$ cat config.mk
export PLATFORM = sky130hd
export DESIGN_NAME = sha3_absorb_ctrl_flat
export DESIGN_NICKNAME = d
export VERILOG_FILES = /design/src/rtl/sha3_absorb_ctrl_if.sv /design/src/rtl/sha3_absorb_ctrl.sv /design/src/flat_wrapper.sv
export SDC_FILE = /design/constraint.sdc
export NUM_CORES = 1
export LEC_CHECK = 0
export ABC_AREA = 1
export BUFFER_PORTS_ARGS = -buffer_cell sky130_fd_sc_hd__buf_2
export CORE_AREA = 2 2 247 249
export CTS_BUF_LIST = sky130_fd_sc_hd__clkbuf_4 sky130_fd_sc_hd__clkbuf_8 sky130_fd_sc_hd__clkbuf_16
export DETAILED_ROUTE_END_ITERATION = 10
export DIE_AREA = 0 0 249 251
export PLACE_DENSITY_LB_ADDON = 0.2
export RECOVER_POWER = 50
export REMOVE_ABC_BUFFERS = 1
export SLEW_MARGIN = 20
export SYNTH_ARGS = -nofsm -noshare
export SYNTH_HDL_FRONTEND = slang
export SYNTH_SLANG_ARGS = --single-unit
$ cat constraint.sdc
create_clock -name clk -period 2.65 [get_ports clk]
set_input_delay 0.265 -clock clk [delete_from_list [all_inputs] [get_ports clk]]
set_output_delay 0.265 -clock clk [all_outputs]
set_load 0.01 [all_outputs]
$ cat src/rtl/sha3_absorb_ctrl_if.sv
// ---------------------------------------------------------------------------
// sha3_absorb_ctrl_if
//
// Bundles every non-clock signal of the SHA3 absorb sequencer so the
// controller, the bus-side write logic and the Keccak core hookup share one
// definition.
//
// Signals:
//   in_valid / in_ready     message word handshake, transfer on both high
//   in_data[31:0]           message word, byte 0 in [7:0]
//   in_last                 final word of the message
//   in_nbytes[2:0]          valid bytes of the final word (0..4, 5..7 -> 4)
//   perm_start / perm_first start pulse to the permutation core, first-block flag
//   perm_block[575:0]       rate block, word k at [32k+31:32k]
//   perm_done               completion pulse from the permutation core
//   busy / done / err       controller status
//   block_cnt[CNT_W-1:0]    blocks issued for the current message
//
// Modports:
//   master  the environment: message source plus permutation core
//   slave   the sha3_absorb_ctrl sequencer
// ---------------------------------------------------------------------------
interface sha3_absorb_ctrl_if #(
   parameter int CNT_W = 16
);
   logic             in_valid;
   logic             in_ready;
   logic [31:0]      in_data;
   logic             in_last;
   logic [2:0]       in_nbytes;
   logic             perm_start;
   logic             perm_first;
   logic [575:0]     perm_block;
   logic             perm_done;
   logic             busy;
   logic             done;
   logic             err;
   logic [CNT_W-1:0] block_cnt;

   modport master (
      output in_valid, in_data, in_last, in_nbytes, perm_done,
      input  in_ready, perm_start, perm_first, perm_block, busy, done, err, block_cnt
   );

   modport slave (
      input  in_valid, in_data, in_last, in_nbytes, perm_done,
      output in_ready, perm_start, perm_first, perm_block, busy, done, err, block_cnt
   );
endinterface

$ cat src/rtl/sha3_absorb_ctrl.sv
// ---------------------------------------------------------------------------
// sha3_absorb_ctrl
//
// Absorb-path sequencer for SHA3. Collects 32-bit message words into a
// 576-bit (18-word) rate block, optionally appends the SHA3 pad10*1 padding
// with domain byte 0x06, and hands each block to the Keccak permutation core
// through a start/done handshake.
//
// Ports:
//   clk    rising-edge clock
//   rst_n  asynchronous active-low reset
//   bus    sha3_absorb_ctrl_if.slave: message stream in, permutation
//          handshake out, status (busy, done, err, block_cnt)
//
// Build option:
//   SHA3_PAD_EN  when defined, the final word is padded in hardware
//                (including the extra all-padding block when the message
//                fills the rate exactly). When undefined, the host supplies
//                fully padded blocks and a last word that does not close a
//                block raises err.
// ---------------------------------------------------------------------------
module sha3_absorb_ctrl #(
   parameter int RATE_WORDS = 18,
   parameter int CNT_W      = 16
) (
   input  logic              clk,
   input  logic              rst_n,
   sha3_absorb_ctrl_if.slave bus
);

   localparam int BLOCK_W    = RATE_WORDS * 32;
   localparam int RATE_BYTES = RATE_WORDS * 4;

   typedef enum logic [2:0] {
      IDLE,
      FILL,
`ifdef SHA3_PAD_EN
      PAD,
`endif
      START,
      WAIT,
      DONE
   } state_t;

   state_t             state_q, state_d;
   logic [BLOCK_W-1:0] block_q, block_d;
   logic [4:0]         wcnt_q, wcnt_d;
   logic               firstPend_q, firstPend_d;
   logic               finalPend_q, finalPend_d;
   logic               err_q, err_d;
   logic [CNT_W-1:0]   blockCnt_q, blockCnt_d;
   logic               accept;
   logic [4:0]         idx;
   logic [9:0]         wordBase;
`ifdef SHA3_PAD_EN
   // Byte index inside the block where the 0x06 domain byte lands; a value of
   // RATE_BYTES means the message filled the block and padding spills over.
   logic [6:0]         padPos_q, padPos_d;
   logic               extraPend_q, extraPend_d;
   logic [2:0]         nbClamp;
`else
   logic               unusedNbytes;
   assign unusedNbytes = ^bus.in_nbytes;
`endif

   // Status and handshake outputs decode straight from the state register;
   // in_ready is also forced low while reset is held.
   assign bus.in_ready   = rst_n & ((state_q == IDLE) | (state_q == FILL));
   assign bus.perm_start = (state_q == START);
   assign bus.perm_first = (state_q == START) & firstPend_q;
   assign bus.perm_block = block_q;
   assign bus.busy       = (state_q != IDLE);
   assign bus.done       = (state_q == DONE);
   assign bus.err        = err_q;
   assign bus.block_cnt  = blockCnt_q;

   assign accept   = bus.in_valid & bus.in_ready;
   assign idx      = (state_q == IDLE) ? 5'd0 : wcnt_q;
   assign wordBase = {idx, 5'b00000};
`ifdef SHA3_PAD_EN
   assign nbClamp  = (bus.in_nbytes > 3'd4) ? 3'd4 : bus.in_nbytes;
`endif

   // Next-state logic: word capture, padding, block issue and status updates.
   // The block register is only written on an accepted word or in PAD, which
   // keeps perm_block stable for the whole START/WAIT window.
   always_comb begin
      state_d     = state_q;
      block_d     = block_q;
      wcnt_d      = wcnt_q;
      firstPend_d = firstPend_q;
      finalPend_d = finalPend_q;
      err_d       = err_q;
      blockCnt_d  = blockCnt_q;
`ifdef SHA3_PAD_EN
      padPos_d    = padPos_q;
      extraPend_d = extraPend_q;
`endif
      case (state_q)
         IDLE, FILL: begin
            if (accept) begin
               block_d[wordBase +: 32] = bus.in_data;
               if (state_q == IDLE) begin
                  err_d       = 1'b0;
                  blockCnt_d  = '0;
                  firstPend_d = 1'b1;
                  finalPend_d = 1'b0;
               end
               if (bus.in_last) begin
                  wcnt_d = 5'd0;
`ifdef SHA3_PAD_EN
                  padPos_d    = {idx, 2'b00} + {4'b0000, nbClamp};
                  finalPend_d = 1'b1;
                  state_d     = PAD;
`else
                  if (idx == 5'(RATE_WORDS - 1)) begin
                     finalPend_d = 1'b1;
                     state_d     = START;
                  end else begin
                     err_d       = 1'b1;
                     firstPend_d = 1'b0;
                     state_d     = IDLE;
                  end
`endif
               end else if (idx == 5'(RATE_WORDS - 1)) begin
                  wcnt_d  = 5'd0;
                  state_d = START;
               end else begin
                  wcnt_d  = idx + 5'd1;
                  state_d = FILL;
               end
            end
         end
`ifdef SHA3_PAD_EN
         // Bytes below padPos keep message data, padPos gets the domain byte
         // and everything above is cleared. The extra pad block reuses this
         // path with padPos=0, which yields 0x06 ... 0x80 on a blank block.
         PAD: begin
            for (int b = 0; b < RATE_BYTES; b++) begin
               if (7'(b) > padPos_q) begin
                  block_d[8*b +: 8] = 8'h00;
               end else if (7'(b) == padPos_q) begin
                  block_d[8*b +: 8] = 8'h06;
               end
            end
            extraPend_d = (padPos_q == 7'(RATE_BYTES));
            if (padPos_q != 7'(RATE_BYTES)) begin
               block_d[BLOCK_W-1] = 1'b1;
            end
            state_d = START;
         end
`endif
         START: begin
            if (blockCnt_q != {CNT_W{1'b1}}) begin
               blockCnt_d = blockCnt_q + 1'b1;
            end
            firstPend_d = 1'b0;
            state_d     = WAIT;
         end
         WAIT: begin
            if (bus.perm_done) begin
`ifdef SHA3_PAD_EN
               if (extraPend_q) begin
                  padPos_d = 7'd0;
                  state_d  = PAD;
               end else
`endif
               if (finalPend_q) begin
                  state_d = DONE;
               end else begin
                  wcnt_d  = 5'd0;
                  state_d = FILL;
               end
            end
         end
         DONE: begin
            state_d = IDLE;
         end
         default: begin
            state_d = IDLE;
         end
      endcase
   end

   // State register with asynchronous clear of every flop.
   always_ff @(posedge clk or negedge rst_n) begin
      if (!rst_n) begin
         state_q     <= IDLE;
         block_q     <= '0;
         wcnt_q      <= 5'd0;
         firstPend_q <= 1'b0;
         finalPend_q <= 1'b0;
         err_q       <= 1'b0;
         blockCnt_q  <= '0;
`ifdef SHA3_PAD_EN
         padPos_q    <= 7'd0;
         extraPend_q <= 1'b0;
`endif
      end else begin
         state_q     <= state_d;
         block_q     <= block_d;
         wcnt_q      <= wcnt_d;
         firstPend_q <= firstPend_d;
         finalPend_q <= finalPend_d;
         err_q       <= err_d;
         blockCnt_q  <= blockCnt_d;
`ifdef SHA3_PAD_EN
         padPos_q    <= padPos_d;
         extraPend_q <= extraPend_d;
`endif
      end
   end

endmodule

$ cat src/flat_wrapper.sv
// flat-port wrapper written by rule: the top's interface ports become plain ports
module sha3_absorb_ctrl_flat 
#(
   parameter int RATE_WORDS = 18,
   parameter int CNT_W      = 16
)
  (clk, rst_n, bus_in_valid, bus_in_data, bus_in_last, bus_in_nbytes, bus_perm_done, bus_in_ready, bus_perm_start, bus_perm_first, bus_perm_block, bus_busy, bus_done, bus_err, bus_block_cnt);
  sha3_absorb_ctrl_if #(.CNT_W(CNT_W)) bus_i ();
  input  logic clk;
  input  logic rst_n;
  input wire logic [$bits(bus_i.in_valid)-1:0] bus_in_valid;
  input wire logic [$bits(bus_i.in_data)-1:0] bus_in_data;
  input wire logic [$bits(bus_i.in_last)-1:0] bus_in_last;
  input wire logic [$bits(bus_i.in_nbytes)-1:0] bus_in_nbytes;
  input wire logic [$bits(bus_i.perm_done)-1:0] bus_perm_done;
  output wire logic [$bits(bus_i.in_ready)-1:0] bus_in_ready;
  output wire logic [$bits(bus_i.perm_start)-1:0] bus_perm_start;
  output wire logic [$bits(bus_i.perm_first)-1:0] bus_perm_first;
  output wire logic [$bits(bus_i.perm_block)-1:0] bus_perm_block;
  output wire logic [$bits(bus_i.busy)-1:0] bus_busy;
  output wire logic [$bits(bus_i.done)-1:0] bus_done;
  output wire logic [$bits(bus_i.err)-1:0] bus_err;
  output wire logic [$bits(bus_i.block_cnt)-1:0] bus_block_cnt;
  assign bus_i.in_valid = bus_in_valid;
  assign bus_i.in_data = bus_in_data;
  assign bus_i.in_last = bus_in_last;
  assign bus_i.in_nbytes = bus_in_nbytes;
  assign bus_i.perm_done = bus_perm_done;
  assign bus_in_ready = bus_i.in_ready;
  assign bus_perm_start = bus_i.perm_start;
  assign bus_perm_first = bus_i.perm_first;
  assign bus_perm_block = bus_i.perm_block;
  assign bus_busy = bus_i.busy;
  assign bus_done = bus_i.done;
  assign bus_err = bus_i.err;
  assign bus_block_cnt = bus_i.block_cnt;
  sha3_absorb_ctrl #(.RATE_WORDS(RATE_WORDS), .CNT_W(CNT_W)) u_core (.clk(clk), .rst_n(rst_n), .bus(bus_i));
endmodule
==> impl_metrics.ini <==
[placement]
placed_cell_area_sq_um = 30700
dp_hpwl_microns = 66600
numPortBuffers = 634
routabilityCongestion = 0.912

[final_layout]
post_route_standard_cell_area_excluding_fillers_sq_um = 32300
final_nets = 3796
proportion_of_layout_cells_with_a_drive_suffix_above_1_pct = 8.59
total_area_of_multi_input_combinational_cells_sq_um = 9890
mostFrequentLayoutCells = nand2_1, dfrtp_1, clkbuf_1
antennaDiodeCount = 0
area_growth_syn_to_layout_pct = 22.9
fillers = 5961
most_frequent_standard_cell_in_the_layout_excluding_fill_and_tap_cells = nand2_1
layout.area.seq_sq_um = 15100

[status]
status = complete, but fails checks
failed_checks = capacitance limit, slew limit

[worst_setup_path]
category_of_the_worst_setup_path_launch_point = flip-flop
r2r-start = u_core.state_q[0]$_DFFE_PN0P_
end_kind = flip-flop
rr_endpoint = u_core.bus.perm_block[151]$_DFFE_PN0P_
worst_r2r_path_depth = 12
ff2ff_setup_slack_ns = 0.17
required_ns = 3.13
crit_arrival_ns = 2.96
worstSetupEndpoint = u_core.bus.perm_block[151]$_DFFE_PN0P_
critPathMaxFanout = 32
timing_worst_setup_path_type = reg2reg
crit_start = u_core.state_q[0]$_DFFE_PN0P_

[pwr]
leakage_nw = 16.7
switching_share_pct = 31.3
cellInternalPower_mw = 16.1
max-vdd-ir-drop_mv = 0.486
clock_power_share_pct = 39.9
p_comb_share_pct = 18.5
seq_power_share_pct = 41.6
netSwitchingPower_mw = 7.34
power.density_cell_area_nw_per_um2 = 725

[routing]
drt-vias-per-instance = 5.46
drt_iter0_drc = 2787
drtAntennaViolNets = 0
firstDrtPassIters = 6
avgRoutedWirePerCell_microns = 22.3
drt_drc_violations_left = 0
wirelength_microns = 102000
dr_total_vias = 25000

[die]
floorplan.io_pins = 638
die_area_sq_um = 62500
rows = 90
chipWidth_microns = 249
placeableCoreArea_sq_um = 59800
initial_core_util_pct = 44.0
die_height_microns = 251

[run]
drv_cap = 1

[clock_tree]
cts.clk_slew.worst_paths_ns = 0.06
cts.htree.levels = 3
cts.root.buffer_cell = clkbuf_16
cts_max_path_buffers = 3
cts_sinks = 603
worst_skew_pair.late_latency_ns = 0.62
cts_tree = built
numCtsBuffers = 66

[min_path]
min-delay-path-class = in2async

[sta]
final_hold_viol_count = 0
tns_ns = 0
timing.final.setup_violations = 0
max_freq_mhz = 403
slew_viol_final = 76
clock_skew_ns = 0.0226
post-route-period-util_pct = 93.6
worst_slew_margin_rel_pct = -24.8
rsz0062_at_grt = yes
worst-slew-pin-transition_ns = 1.87
min_period_ns = 2.48

[global_routing]
grt_antenna_before_repair = 2
grt.total_usage_pct = 32.1
grt-ovfl-total = 0
pin_count_of_the_biggest_net_entering_global_routing = 147
number_of_global_route_vias_before_repair = 23100
global_route_wire_length_before_repair_microns = 152000

[synth]
yosys_cell_types = 30
yosysWarnings = 0
ys_seq_elements = 603
post_synth_instance_area_sq_um = 26300
synthesis.area_per_instance_sq_um = 8.25
synth.yosys.seq_area_share_pct = 57.3
syn-instance-count = 3190
[worst min path at each step]
stage	slack, ns	from	end	depth (start not counted)
2_1_floorplan	-0.03	rst_n	u_core.bus.block_cnt[0]$_DFFE_PN0P_	0
3_3_place_gp	0.11	rst_n	u_core.bus.perm_block[573]$_DFFE_PN0P_	1
3_5_place_dp	0.11	rst_n	u_core.bus.perm_block[573]$_DFFE_PN0P_	1
4_1_cts	0.05	rst_n	u_core.bus.perm_block[241]$_DFFE_PN0P_	2
5_1_grt	0.09	rst_n	u_core.bus.perm_block[220]$_DFFE_PN0P_	2
6_report	0.08	rst_n	u_core.bus.perm_block[241]$_DFFE_PN0P_	2
[synth_stat cells]
cell	number	area (sq um)
nand2_1	1476	5540
dfrtp_1	603	15100
nand4_1	295	1850
nor2_1	202	758
nand3_1	189	946
clkbuf_1	120	450
buf_2	91	455
inv_1	46	173
o21ai_0	28	140
buf_4	26	195
nor3_1	25	125
buf_1	21	78.8
nor2_2	10	62.6
o21ai_1	10	50.1
inv_2	7	26.3
xor2_1	7	61.3
nand2_2	6	37.5
ha_1	5	62.6
nor2_4	4	45.0
buf_6	3	33.8
nand3b_1	3	22.5
inv_4	2	12.5
nand2_4	2	22.5
nand3_2	2	20.0
or2_2	2	12.5
a21o_1	1	7.51
a21oi_1	1	5.00
nand4_4	1	21.3
nor3_2	1	10.0
o211ai_1	1	7.51
[kinds of logic after synthesis]
logic type	count (synthesis)	share of synthesized area (%)
xor+xnor	7	0.233
fa+ha+maj	5	0.238
simple gates	2218	36.0
flops	603	57.3
compound gates	41	0.799
buf+inv	316	5.42
[final cells by class]
type                            count  area share, %
Clock inverter                     16          0.627
Sequential cell                   603           46.7
Multi-Input combinational cell   2271           30.6
Timing Repair Buffer              754           12.2
Clock buffer                       95           6.15
Tap cell                          782           3.03
Inverter                           55          0.693
[layer usage]
metal | up-vias | part of all wire (%) | global-route usage [%]
li1 | 11400 | - | -
met5 | - | 0 | 0
met1 | 12000 | 41 | 43.9
met3 | 218 | 9.2 | 6.79
met2 | 1335 | 45 | 49.5
met4 | 0 | 4.7 | 14.0
[registers in the layout, summed over array words and instances, names as in the netlist]
signal                 cells
u_core.bus.perm_block    576
u_core.state_q             3
u_core.wcnt_q              5
u_core.finalPend_q         1
u_core.firstPend_q         1
u_core.bus.block_cnt      16
u_core.bus.err             1
[repair_timing]
item                       CTS  global route
hold buffers                 3             0
hold endpoints to repair   127             0
pin swaps                    0             8
buffers inserted             0             7
gates cloned                 0             1
gates resized for setup      1            14
setup endpoints to repair   13           202
[power groups by stage]
stage               Clock (mW)  Combinational [mW]  Sequential (mW)
floorplan                    0                1.75             10.0
global placement             0                4.30             9.90
detailed placement           0                4.31             9.90
CTS                       9.47                4.32             9.74
global route              9.85                4.64             9.78
finish                    9.36                4.33             9.76
[through the flow]
stage               util (%)  setup WS [ns]  power (mW)  hold slack [ns]  cells
global route            54.1       -0.00297        24.3           0.0948   4576
floorplan                  -          -3.53        11.8          -0.0306   2929
detailed placement      51.3        -0.0621        14.2            0.110   4454
CTS                     55.1         0.0187        23.5           0.0547   4568
global placement        51.3        -0.0401        14.2            0.110   4454
finish                  54.1          0.170        23.5           0.0829   4576
[critical path, stage by stage, from the launching register on]
cell     delay, ns
dfrtp_1       0.40
nor2_2        0.05
nand2_1       0.14
nand2_1       0.10
buf_4         0.17
ha_1          0.32
inv_1         0.09
nand3_1       0.23
nor2_4        0.32
nand3_1       0.17
buf_12        0.22
nand2_1       0.09
nand2_1       0.06
Note: power is estimated with default switching activity, not from simulation.
